<file path="src/rtl/pll_phase_ctrl.sv">
// ---------------------------------------------------------------------------
// PllPhaseCtrl (module pll_phase_ctrl)
//
// Purpose:
//   Sequences dynamic phase reconfiguration of a PLL. A request (updatepll)
//   carries an absolute phase step count and an input clock select. The
//   block walks the PLL phase one step at a time toward the target using the
//   phasestep/phaseupdown/phasedone handshake, which is timed against a
//   free-running scanclk. It can optionally switch the PLL input clock first.
//   One further request can be queued while busy, and the most recent one
//   wins.
//
// Build option:
//   PLL_CLKSWITCH_EN - when defined, a request whose clock source differs
//                      from cur_src pulses clkswitch for CLKSWITCH_CYCLES clk
//                      cycles and toggles cur_src. When undefined, clkswitch
//                      is tied low, pll_clk_src is ignored and cur_src
//                      stays 0.
//
// Parameters:
//   SCANCLK_DIV      clk cycles per scanclk half-period (min 2)
//   CLKSWITCH_CYCLES clk cycles clkswitch is held high
//   DONE_TIMEOUT     clk cycles allowed for each phasedone wait
//
// Ports:
//   clk                in  system clock
//   rst_n              in  asynchronous active-low reset
//   updatepll          in  one-cycle request strobe
//   pll_clk_src        in  requested PLL input clock (0=inclk0, 1=inclk1)
//   pll_clk_phase      in  requested absolute phase step count
//   phasedone          in  PLL phase-shift done, high = idle
//   scanclk            out PLL scan clock
//   phasecounterselect out counter select, always 000 (all counters)
//   phaseupdown        out step direction, 1 = up
//   phasestep          out PLL phase step request
//   clkswitch          out PLL clock switch request
//   busy               out request in progress or pending
//   cur_phase          out phase step count currently applied
//   cur_src            out input clock currently selected
//   timeout_err        out sticky phasedone timeout flag
// ---------------------------------------------------------------------------
module pll_phase_ctrl #(
  parameter int SCANCLK_DIV      = 4,
  parameter int CLKSWITCH_CYCLES = 8,
  parameter int DONE_TIMEOUT     = 1024
) (
  input  logic       clk,
  input  logic       rst_n,
  input  logic       updatepll,
  input  logic       pll_clk_src,
  input  logic [7:0] pll_clk_phase,
  input  logic       phasedone,
  output logic       scanclk,
  output logic [2:0] phasecounterselect,
  output logic       phaseupdown,
  output logic       phasestep,
  output logic       clkswitch,
  output logic       busy,
  output logic [7:0] cur_phase,
  output logic       cur_src,
  output logic       timeout_err
);

  localparam int DivW  = (SCANCLK_DIV > 1) ? $clog2(SCANCLK_DIV) : 1;
  localparam int SwW   = $clog2(CLKSWITCH_CYCLES + 1);
  localparam int WaitW = $clog2(DONE_TIMEOUT + 1);

  localparam logic [DivW-1:0]  DivLast  = DivW'(SCANCLK_DIV - 1);
  localparam logic [SwW-1:0]   SwLast   = SwW'(CLKSWITCH_CYCLES - 1);
  localparam logic [WaitW-1:0] WaitLast = WaitW'(DONE_TIMEOUT - 1);

`ifdef PLL_CLKSWITCH_EN
  localparam bit SwitchEn = 1'b1;
`else
  localparam bit SwitchEn = 1'b0;
`endif

  typedef enum logic [2:0] {
    IDLE,
    SWITCH,
    SETUP,
    STEP,
    WAIT_LO,
    WAIT_HI
  } state_e;

  state_e state_q, state_d;

  logic [DivW-1:0]  divCnt_q;
  logic             scanclk_q;
  logic [7:0]       targetPhase_q, targetPhase_d;
  logic             pendValid_q, pendValid_d;
  logic             pendSrc_q, pendSrc_d;
  logic [7:0]       pendPhase_q, pendPhase_d;
  logic [7:0]       curPhase_q, curPhase_d;
  logic             curSrc_q, curSrc_d;
  logic             phaseUpDown_q, phaseUpDown_d;
  logic             phaseStep_q, phaseStep_d;
  logic [1:0]       stepCnt_q, stepCnt_d;
  logic [SwW-1:0]   swCnt_q, swCnt_d;
  logic [WaitW-1:0] waitCnt_q, waitCnt_d;
  logic             timeoutErr_q, timeoutErr_d;

  logic             scanFall;
  logic             nextAvail;
  logic             nextSrc;
  logic [7:0]       nextPhase;
  logic             launch;

  // Free-running scan clock divider. scanclk starts low and first rises after
  // SCANCLK_DIV clk cycles; scanFall flags the clk edge on which it falls so
  // phasestep can be moved in lockstep with that edge.
  always_ff @(posedge clk or negedge rst_n) begin
    if (!rst_n) begin
      divCnt_q  <= '0;
      scanclk_q <= 1'b0;
    end else if (divCnt_q == DivLast) begin
      divCnt_q  <= '0;
      scanclk_q <= ~scanclk_q;
    end else begin
      divCnt_q  <= divCnt_q + 1'b1;
    end
  end

  assign scanFall = scanclk_q && (divCnt_q == DivLast);

  // The next request to start is a strobe arriving this very cycle (newest)
  // or, failing that, whatever sits in the one-deep pending register.
  assign nextAvail = updatepll || pendValid_q;
  assign nextSrc   = updatepll ? pll_clk_src   : pendSrc_q;
  assign nextPhase = updatepll ? pll_clk_phase : pendPhase_q;

  // Control state register plus all datapath registers. Everything clears
  // asynchronously so phasestep and clkswitch drop the moment reset asserts
  // and both the running and the pending request are discarded.
  always_ff @(posedge clk or negedge rst_n) begin
    if (!rst_n) begin
      state_q       <= IDLE;
      targetPhase_q <= '0;
      pendValid_q   <= 1'b0;
      pendSrc_q     <= 1'b0;
      pendPhase_q   <= '0;
      curPhase_q    <= '0;
      curSrc_q      <= 1'b0;
      phaseUpDown_q <= 1'b1;
      phaseStep_q   <= 1'b0;
      stepCnt_q     <= '0;
      swCnt_q       <= '0;
      waitCnt_q     <= '0;
      timeoutErr_q  <= 1'b0;
    end else begin
      state_q       <= state_d;
      targetPhase_q <= targetPhase_d;
      pendValid_q   <= pendValid_d;
      pendSrc_q     <= pendSrc_d;
      pendPhase_q   <= pendPhase_d;
      curPhase_q    <= curPhase_d;
      curSrc_q      <= curSrc_d;
      phaseUpDown_q <= phaseUpDown_d;
      phaseStep_q   <= phaseStep_d;
      stepCnt_q     <= stepCnt_d;
      swCnt_q       <= swCnt_d;
      waitCnt_q     <= waitCnt_d;
      timeoutErr_q  <= timeoutErr_d;
    end
  end

  // Next-state logic. A strobe seen outside IDLE always lands in the pending
  // register first; the IDLE and SETUP-complete branches then consume it
  // directly so a queued request starts without a detour through IDLE.
  // STEP counts scanclk falling edges: the first two give phaseupdown a full
  // scanclk period to settle, phasestep rises on the second and falls two
  // falling edges later, which spans exactly two scanclk rising edges.
  always_comb begin
    state_d       = state_q;
    targetPhase_d = targetPhase_q;
    pendValid_d   = pendValid_q;
    pendSrc_d     = pendSrc_q;
    pendPhase_d   = pendPhase_q;
    curPhase_d    = curPhase_q;
    curSrc_d      = curSrc_q;
    phaseUpDown_d = phaseUpDown_q;
    phaseStep_d   = phaseStep_q;
    stepCnt_d     = stepCnt_q;
    swCnt_d       = swCnt_q;
    waitCnt_d     = waitCnt_q;
    timeoutErr_d  = timeoutErr_q;
    launch        = 1'b0;

    if (updatepll && (state_q != IDLE)) begin
      pendValid_d = 1'b1;
      pendSrc_d   = pll_clk_src;
      pendPhase_d = pll_clk_phase;
    end

    unique case (state_q)
      IDLE: begin
        if (nextAvail) begin
          launch      = 1'b1;
          pendValid_d = 1'b0;
        end
      end

      SWITCH: begin
        if (swCnt_q == SwLast) begin
          swCnt_d  = '0;
          curSrc_d = ~curSrc_q;
          state_d  = SETUP;
        end else begin
          swCnt_d  = swCnt_q + 1'b1;
        end
      end

      SETUP: begin
        if (targetPhase_q == curPhase_q) begin
          if (nextAvail) begin
            launch      = 1'b1;
            pendValid_d = 1'b0;
          end else begin
            state_d     = IDLE;
          end
        end else begin
          phaseUpDown_d = (targetPhase_q > curPhase_q);
          stepCnt_d     = '0;
          state_d       = STEP;
        end
      end

      STEP: begin
        if (scanFall) begin
          unique case (stepCnt_q)
            2'd0: stepCnt_d = 2'd1;
            2'd1: begin
              stepCnt_d   = 2'd2;
              phaseStep_d = 1'b1;
            end
            2'd2: stepCnt_d = 2'd3;
            default: begin
              stepCnt_d   = 2'd0;
              phaseStep_d = 1'b0;
              waitCnt_d   = '0;
              state_d     = WAIT_LO;
            end
          endcase
        end
      end

      WAIT_LO: begin
        if (!phasedone) begin
          waitCnt_d    = '0;
          state_d      = WAIT_HI;
        end else if (waitCnt_q == WaitLast) begin
          waitCnt_d    = '0;
          timeoutErr_d = 1'b1;
          state_d      = IDLE;
        end else begin
          waitCnt_d    = waitCnt_q + 1'b1;
        end
      end

      WAIT_HI: begin
        if (phasedone) begin
          waitCnt_d    = '0;
          curPhase_d   = phaseUpDown_q ? (curPhase_q + 8'd1) : (curPhase_q - 8'd1);
          state_d      = SETUP;
        end else if (waitCnt_q == WaitLast) begin
          waitCnt_d    = '0;
          timeoutErr_d = 1'b1;
          state_d      = IDLE;
        end else begin
          waitCnt_d    = waitCnt_q + 1'b1;
        end
      end

      default: state_d = IDLE;
    endcase

    if (launch) begin
      targetPhase_d = nextPhase;
      if (SwitchEn && (nextSrc != curSrc_q)) begin
        swCnt_d = '0;
        state_d = SWITCH;
      end else begin
        state_d = SETUP;
      end
    end
  end

`ifdef PLL_CLKSWITCH_EN
  logic clkSwitch_q;

  // clkswitch comes straight from a flop so the PLL sees a glitch-free pulse
  // that is high for exactly the cycles spent in SWITCH.
  always_ff @(posedge clk or negedge rst_n) begin
    if (!rst_n) begin
      clkSwitch_q <= 1'b0;
    end else begin
      clkSwitch_q <= (state_d == SWITCH);
    end
  end

  assign clkswitch = clkSwitch_q;
`else
  assign clkswitch = 1'b0;
`endif

  assign scanclk            = scanclk_q;
  assign phasecounterselect = 3'b000;
  assign phaseupdown        = phaseUpDown_q;
  assign phasestep          = phaseStep_q;
  assign busy               = (state_q != IDLE) || pendValid_q;
  assign cur_phase          = curPhase_q;
  assign cur_src            = curSrc_q;
  assign timeout_err        = timeoutErr_q;

endmodule

</file>
<file path="config.mk">
export PLATFORM = sky130hd
export DESIGN_NAME = pll_phase_ctrl
export DESIGN_NICKNAME = d
export VERILOG_FILES = /design/src/rtl/pll_phase_ctrl.sv
export SDC_FILE = /design/constraint.sdc
export NUM_CORES = 1
export LEC_CHECK = 0
export BUFFER_PORTS_ARGS = -buffer_cell sky130_fd_sc_hd__buf_2
export CORE_UTILIZATION = 35
export CTS_CLUSTER_DIAMETER = 50
export DETAILED_ROUTE_END_ITERATION = 10
export SYNTH_ARGS = -nofsm -noshare
export SYNTH_HDL_FRONTEND = slang
export SYNTH_SLANG_ARGS = --single-unit
</file>
<file path="constraint.sdc">
create_clock -name clk -period 2.3 [get_ports clk]
set_clock_uncertainty 0.15 [all_clocks]
set_input_delay 0.345 -clock clk [delete_from_list [all_inputs] [get_ports clk]]
set_output_delay 0.345 -clock clk [all_outputs]
set_load 0.1 [all_outputs]
</file>
After elaboration in Yosys (flattened, before gate mapping)
Cells that the tools add are included.
{"block": "classes", "add_sub_neg": 5, "multipliers": 0, "div_mod_pow": 0, "order_cmp": 1, "eq_ne": 21, "shifts": 0, "muxes": 36, "n_bitwise": 4, "n_reduce_logical": 20}
{"cell": "two-way mux 11 bit", "count": 5}
{"cell": "case mux 11 bit (3 select lines)", "count": 1}
{"cell": "two-way mux 3 bit", "count": 9}
{"cell": "case mux 3 bit (6 select lines)", "count": 1}
{"cell": "two-way mux 8 bit", "count": 2}
{"cell": "!= test 2 bit, second input constant", "count": 6}
{"cell": "AND reduction 3 bit", "count": 4}
{"cell": "adder 11 x 1 -> 11 bit, second input constant", "count": 1}
{"cell": "equality test 11 x 10 -> 1 bit, second input constant", "count": 1}
{"cell": "!= test 3 bit, second input constant", "count": 3}
{"cell": "adder 8 x 1 -> 8 bit, second input constant", "count": 1}
{"cell": "equality test 8 bit", "count": 1}
{"cell": "> comparator 8 bit", "count": 1}
{"cell": "two-way mux 1 bit", "count": 8}
{"cell": "case mux 1 bit (2 select lines)", "count": 4}
{"cell": "subtractor 8 x 1 -> 8 bit, second input constant", "count": 1}
{"cell": "equality test 3 x 2 -> 1 bit, second input constant", "count": 2}
{"cell": "equality test 3 bit, second input constant", "count": 2}
{"cell": "two-way mux 2 bit", "count": 3}
{"cell": "case mux 2 bit (3 select lines)", "count": 1}
{"cell": "AND reduction 2 bit", "count": 3}
{"cell": "nonzero test 3 bit", "count": 2}
{"cell": "AND reduction 5 bit", "count": 1}
{"cell": "adder 4 x 1 -> 4 bit, second input constant", "count": 1}
{"cell": "other kinds (16)", "count": 23}
{"block": "totals", "regBits": 52, "latch_bits": 0, "mem_bits_rw": 0, "rom_bits": 0, "inputBits": 13, "output_inout_bits": 18, "n_memories": 0}

Depth between registers and ports, before layout
{"block": "depth", "ltp_word": 6, "depth_mapped": 8, "depth_no_buf": 7}

Worst setup path before layout
No wires, ideal clock.
{"block": "synth_path", "kind": "reg-to-reg", "from": "reg phaseUpDown_q (netlist: phaseupdown)", "to": "reg curPhase_q[6] (netlist: cur_phase[6])", "arrival_time_ns": 2.541, "required_time_ns": 2.019, "slack_ns": -0.522, "path_stages_with_launch": 8, "n_path_buf": 0, "synth_period_minus_slack_ns": 2.822, "cell_sequence": "dfstp_2 -> inv_1 -> fa_1 -> a21o_1 -> a21o_1 -> a21oi_1 -> nor4b_1 -> or3_1"}
{"block": "synth_between", "elab_chain_cells": 1}
{"item": "start, declared", "line_no": "97", "source": "logic phaseUpDown_q, phaseUpDown_d;"}
{"item": "start signal, assigned", "line_no": "159", "source": "phaseUpDown_q <= phaseUpDown_d;"}
{"item": "two-way mux 8 bit", "line_no": "264", "source": "curPhase_d = phaseUpDown_q ? (curPhase_q + 8'd1) : (curPhase_q - 8'd1);"}
{"item": "end signal, assigned", "line_no": "157", "source": "curPhase_q <= curPhase_d;"}
{"item": "end, declared", "line_no": "95", "source": "logic [7:0] curPhase_q, curPhase_d;"}
No other way between the ends.
A chain may end at the register's enable or synchronous reset.

Final worst setup path
Same ends and word-level chain as after synthesis.

==> flow_summary.yaml <==
run_status:
  status: "complete, but fails checks"
  violations: "negative setup slack"
synthesis:
  syn_area_sq_um: 2920
  synthTopCellsByArea: "dfrtp_1, ha_1, mux2_2, o21ai_0, nand2_1"
  synthArstFlopShare_pct: 100
  syn_inst: 287
  yosysMostFrequentCell: "dfrtp_1"
  yosys_register_bits: 52
  ys_types: 53
  synth_top_area_share_pct: 43.8
  synth_top_cell_by_area: "dfrtp_1"
  synthTopCellsByCount: "dfrtp_1, nand2_1, o21ai_0, ha_1, nor2_1"
  synth_edf_count: 0
  yosysWarnings: 0
  synth.avg_cell_area_sq_um: 10.2
  synth-main-ff-cell: "dfrtp_1"
  seq_area_frac_synth_pct: 44.7
timing:
  tightest_slew_ps: 600
  setup_ws_ps: -61.9
  hold_violations: 0
  fmax_mhz: 423
  min_period_over_period_pct: 103
  maxSlewHeadroom_pct: 59.7
  slew_viol_final: 0
  rsz0062_at_grt: "true"
  period_needed_ps: 2360
  setup_violations: 2
final_layout:
  final-seq-area_sq_um: 1320
  diodes: 0
  fillers: 743
  drive_above_1_share_pct: 25.7
  fin_cells: 436
  multi_input_area_sq_um: 1560
  layout.nets: 369
  syn_to_final_growth_pct: 19.9
die:
  fp.dieArea_sq_um: 8700
  io_pins: 31
  start_util_pct: 37.0
  num_rows: 32
  fp.dieW_um: 93.3
  die_h_um: 93.3
  core_sq_um: 7890
routing:
  drtPass1Iterations: 4
  route.detailed.drc: 0
  vias_per_cell: 5.00
  dr_total_vias: 2179
  wl_per_cell_um: 12.6
  ant_nets: 0
  drt_iter0_drc: 125
  drt-total-wl_mm: 5.50
grt:
  grt_max_degree: 33
  grt_util_met2_pct: 22.8
  globalRouteMet3Util_pct: 2.28
  grt_util_met1_pct: 19.2
  antenna_found_initial: 0
  grt_overflow_total: 0
  grt_pass1_wl_mm: 9.68
  busiest_layer: "met2"
  grt_pass1_vias: 2059
  grt_use_total_pct: 14.2
place:
  port_buffers: 25
  hpwl_mm: 4.06
  dp_cells: 426
  dp_slack_ps: -76.1
  place_congestion: 0.761
worst_setup_path:
  worstSetupPathType: "reg2reg"
  required_ps: 2340
  crit_path_end_kind: "register"
  arrival_ps: 2410
  path_max_fanout: 7
  setup.worst_path.start_class: "register"
pwr:
  vdd_drop_max_uv: 582
  swShare_pct: 42.9
  combPwrFrac_pct: 50.8
  p_sw_w: 0.00185
  power.density_nw_per_um2: 1230
  intPower_w: 0.00246
  pwr-share-seq_pct: 33.3
  power_leakage_nw: 1.67
  finalPower_w: 0.00431
  clock_power_share_pct: 15.9
clock_tree:
  cts_max_level: 2
  clk_pin_slew_worst_paths_ps: 100
  cts_buffer_depth: 2
  numCtsBuffers: 5
  cts_tree: "built"
  cts_sinks: 52
  clock_latency_ps: 310
  cts_root_buf: "clkbuf_8"
job:
  drv_cap: 0
worst_hold_path:
  hp-class: "in2reg"
==> state kept, by name, indices dropped and copies added (netlist names) <==
signal / flops
swCnt_q: 4
scanclk: 1
divCnt_q: 2
state_q: 3
waitCnt_q: 11
pendPhase_q: 8
phasestep: 1
targetPhase_q: 8
cur_src: 1
pendValid_q: 1
timeout_err: 1
phaseupdown: 1
cur_phase: 8
stepCnt_q: 2
==> logic make-up after synthesis <==
kind of cell / synth area share [%]
and+or+nand+nor: 16.3
AOI/OAI and AO/OA: 14.7
DFF: 44.7
buffers and inverters: 3.82
adders and majority gates: 10.1
muxes: 6.99
xor gates and xnor gates: 3.30
other: 0.129
==> power groups by stage <==
stage / Sequential, W / Combinational [W] / Clock [W]
after global placement: 0.00145 / 0.00210 / 0
after floorplan: 0.00176 / 0.00131 / 0
final: 0.00144 / 0.00219 / 0.000687
after detailed placement: 0.00146 / 0.00214 / 0
after global routing: 0.00148 / 0.00244 / 0.000745
after CTS: 0.00144 / 0.00218 / 0.000716
==> repair_timing <==
item                                   4_1_cts  5_1_grt
setup buffers                                1        1
setup endpoints to repair                    3        5
resized for setup                            2        3
pin swaps                                    1        2
endpoints found under the hold margin       20        0
hold buffers                                 1        0
==> through the flow <==
step | hold slack [ps] | TNS [ps] | cell area (sq um) | util [%]
4_1_cts | 121 | -148 | 3480 | 44.2
5_1_grt | 123 | -393 | 3500 | 44.3
2_1_floorplan | -101 | -651 | 2980 | -
6_report | 132 | -122 | 3500 | 44.3
3_3_place_gp | 186 | -92.1 | 3330 | 42.3
3_5_place_dp | 185 | -153 | 3330 | 42.3
==> metal layers <==
layer / part of all wire (%) / vias to the layer above / wire length [um]
li1: - / 1117 / -
met1: 51 / 1026 / 2800
met2: 45 / 30 / 2480
met3: 2.4 / 6 / 131
met4: 1.7 / 0 / 91
met5: 0 / - / 0
==> path summary, 6_finish.rpt <==
path | from | cells after the start | slack [ps] | end
max | phaseupdown | 7 | -60 | cur_phase[6]
min | pll_clk_phase[1] | 2 | 130 | pendPhase_q[1]
max reg2reg | phaseupdown | 7 | -60 | cur_phase[6]
min reg2reg | divCnt_q[0] | 1 | 290 | divCnt_q[0]
max in group asynchronous | rst_n | 3 | 1040 | phaseupdown
min in group asynchronous | rst_n | 2 | 370 | pendPhase_q[2]
==> critical path: stages (launching register included) <==
cell,delay [ps]
dfstp_4,640
clkinvlp_4,190
fa_2,390
a21o_1,190
a21o_1,170
a21oi_2,150
nor4b_1,70
or3_1,300
==> placed cells by master (no fill, tap or decap), types with 2 or more instances in the layout <==
cell      Yosys  layout
o21ai_0      23      21
a22o_1        2       2
nor2b_1       5       5
nand3b_1      2       2
nor2_1       19      19
dfrtp_2       0       5
nand2_1      29      29
xnor2_1       4       3
nor3_1        8       7
ha_1         22      20
o21a_1        5       5
clkbuf_8      0       7
a31oi_1       5       5
o21ai_1       1       3
buf_4         5      18
o22ai_1       2       2
dfrtp_4       0       3
a211oi_1      3       3
or3_1         2       2
and2_1        2       2
nand4_1       3       3
nand2b_1      2       2
xor2_1        7       7
buf_2         2      25
a21oi_1       7       5
inv_1        14      13
a21o_1        5       5
dfrtp_1      51      43
mux2i_1       8       8
conb_1        1       4
ha_4          0       2
o211ai_1      3       3
nand3_1      10      10
a21oi_2       0       2
mux2_2       11      11
==> area by class of cell <==
cell class	count	share of cell area, %
Multi-Input combinational cell	214	44.7
Timing Repair Buffer	46	8.62
Clock inverter	1	0.859
Inverter	14	1.61
Clock buffer	7	2.75
Sequential cell	52	37.9
Tap cell	102	3.65
Note: power is estimated with default switching activity, not from simulation.
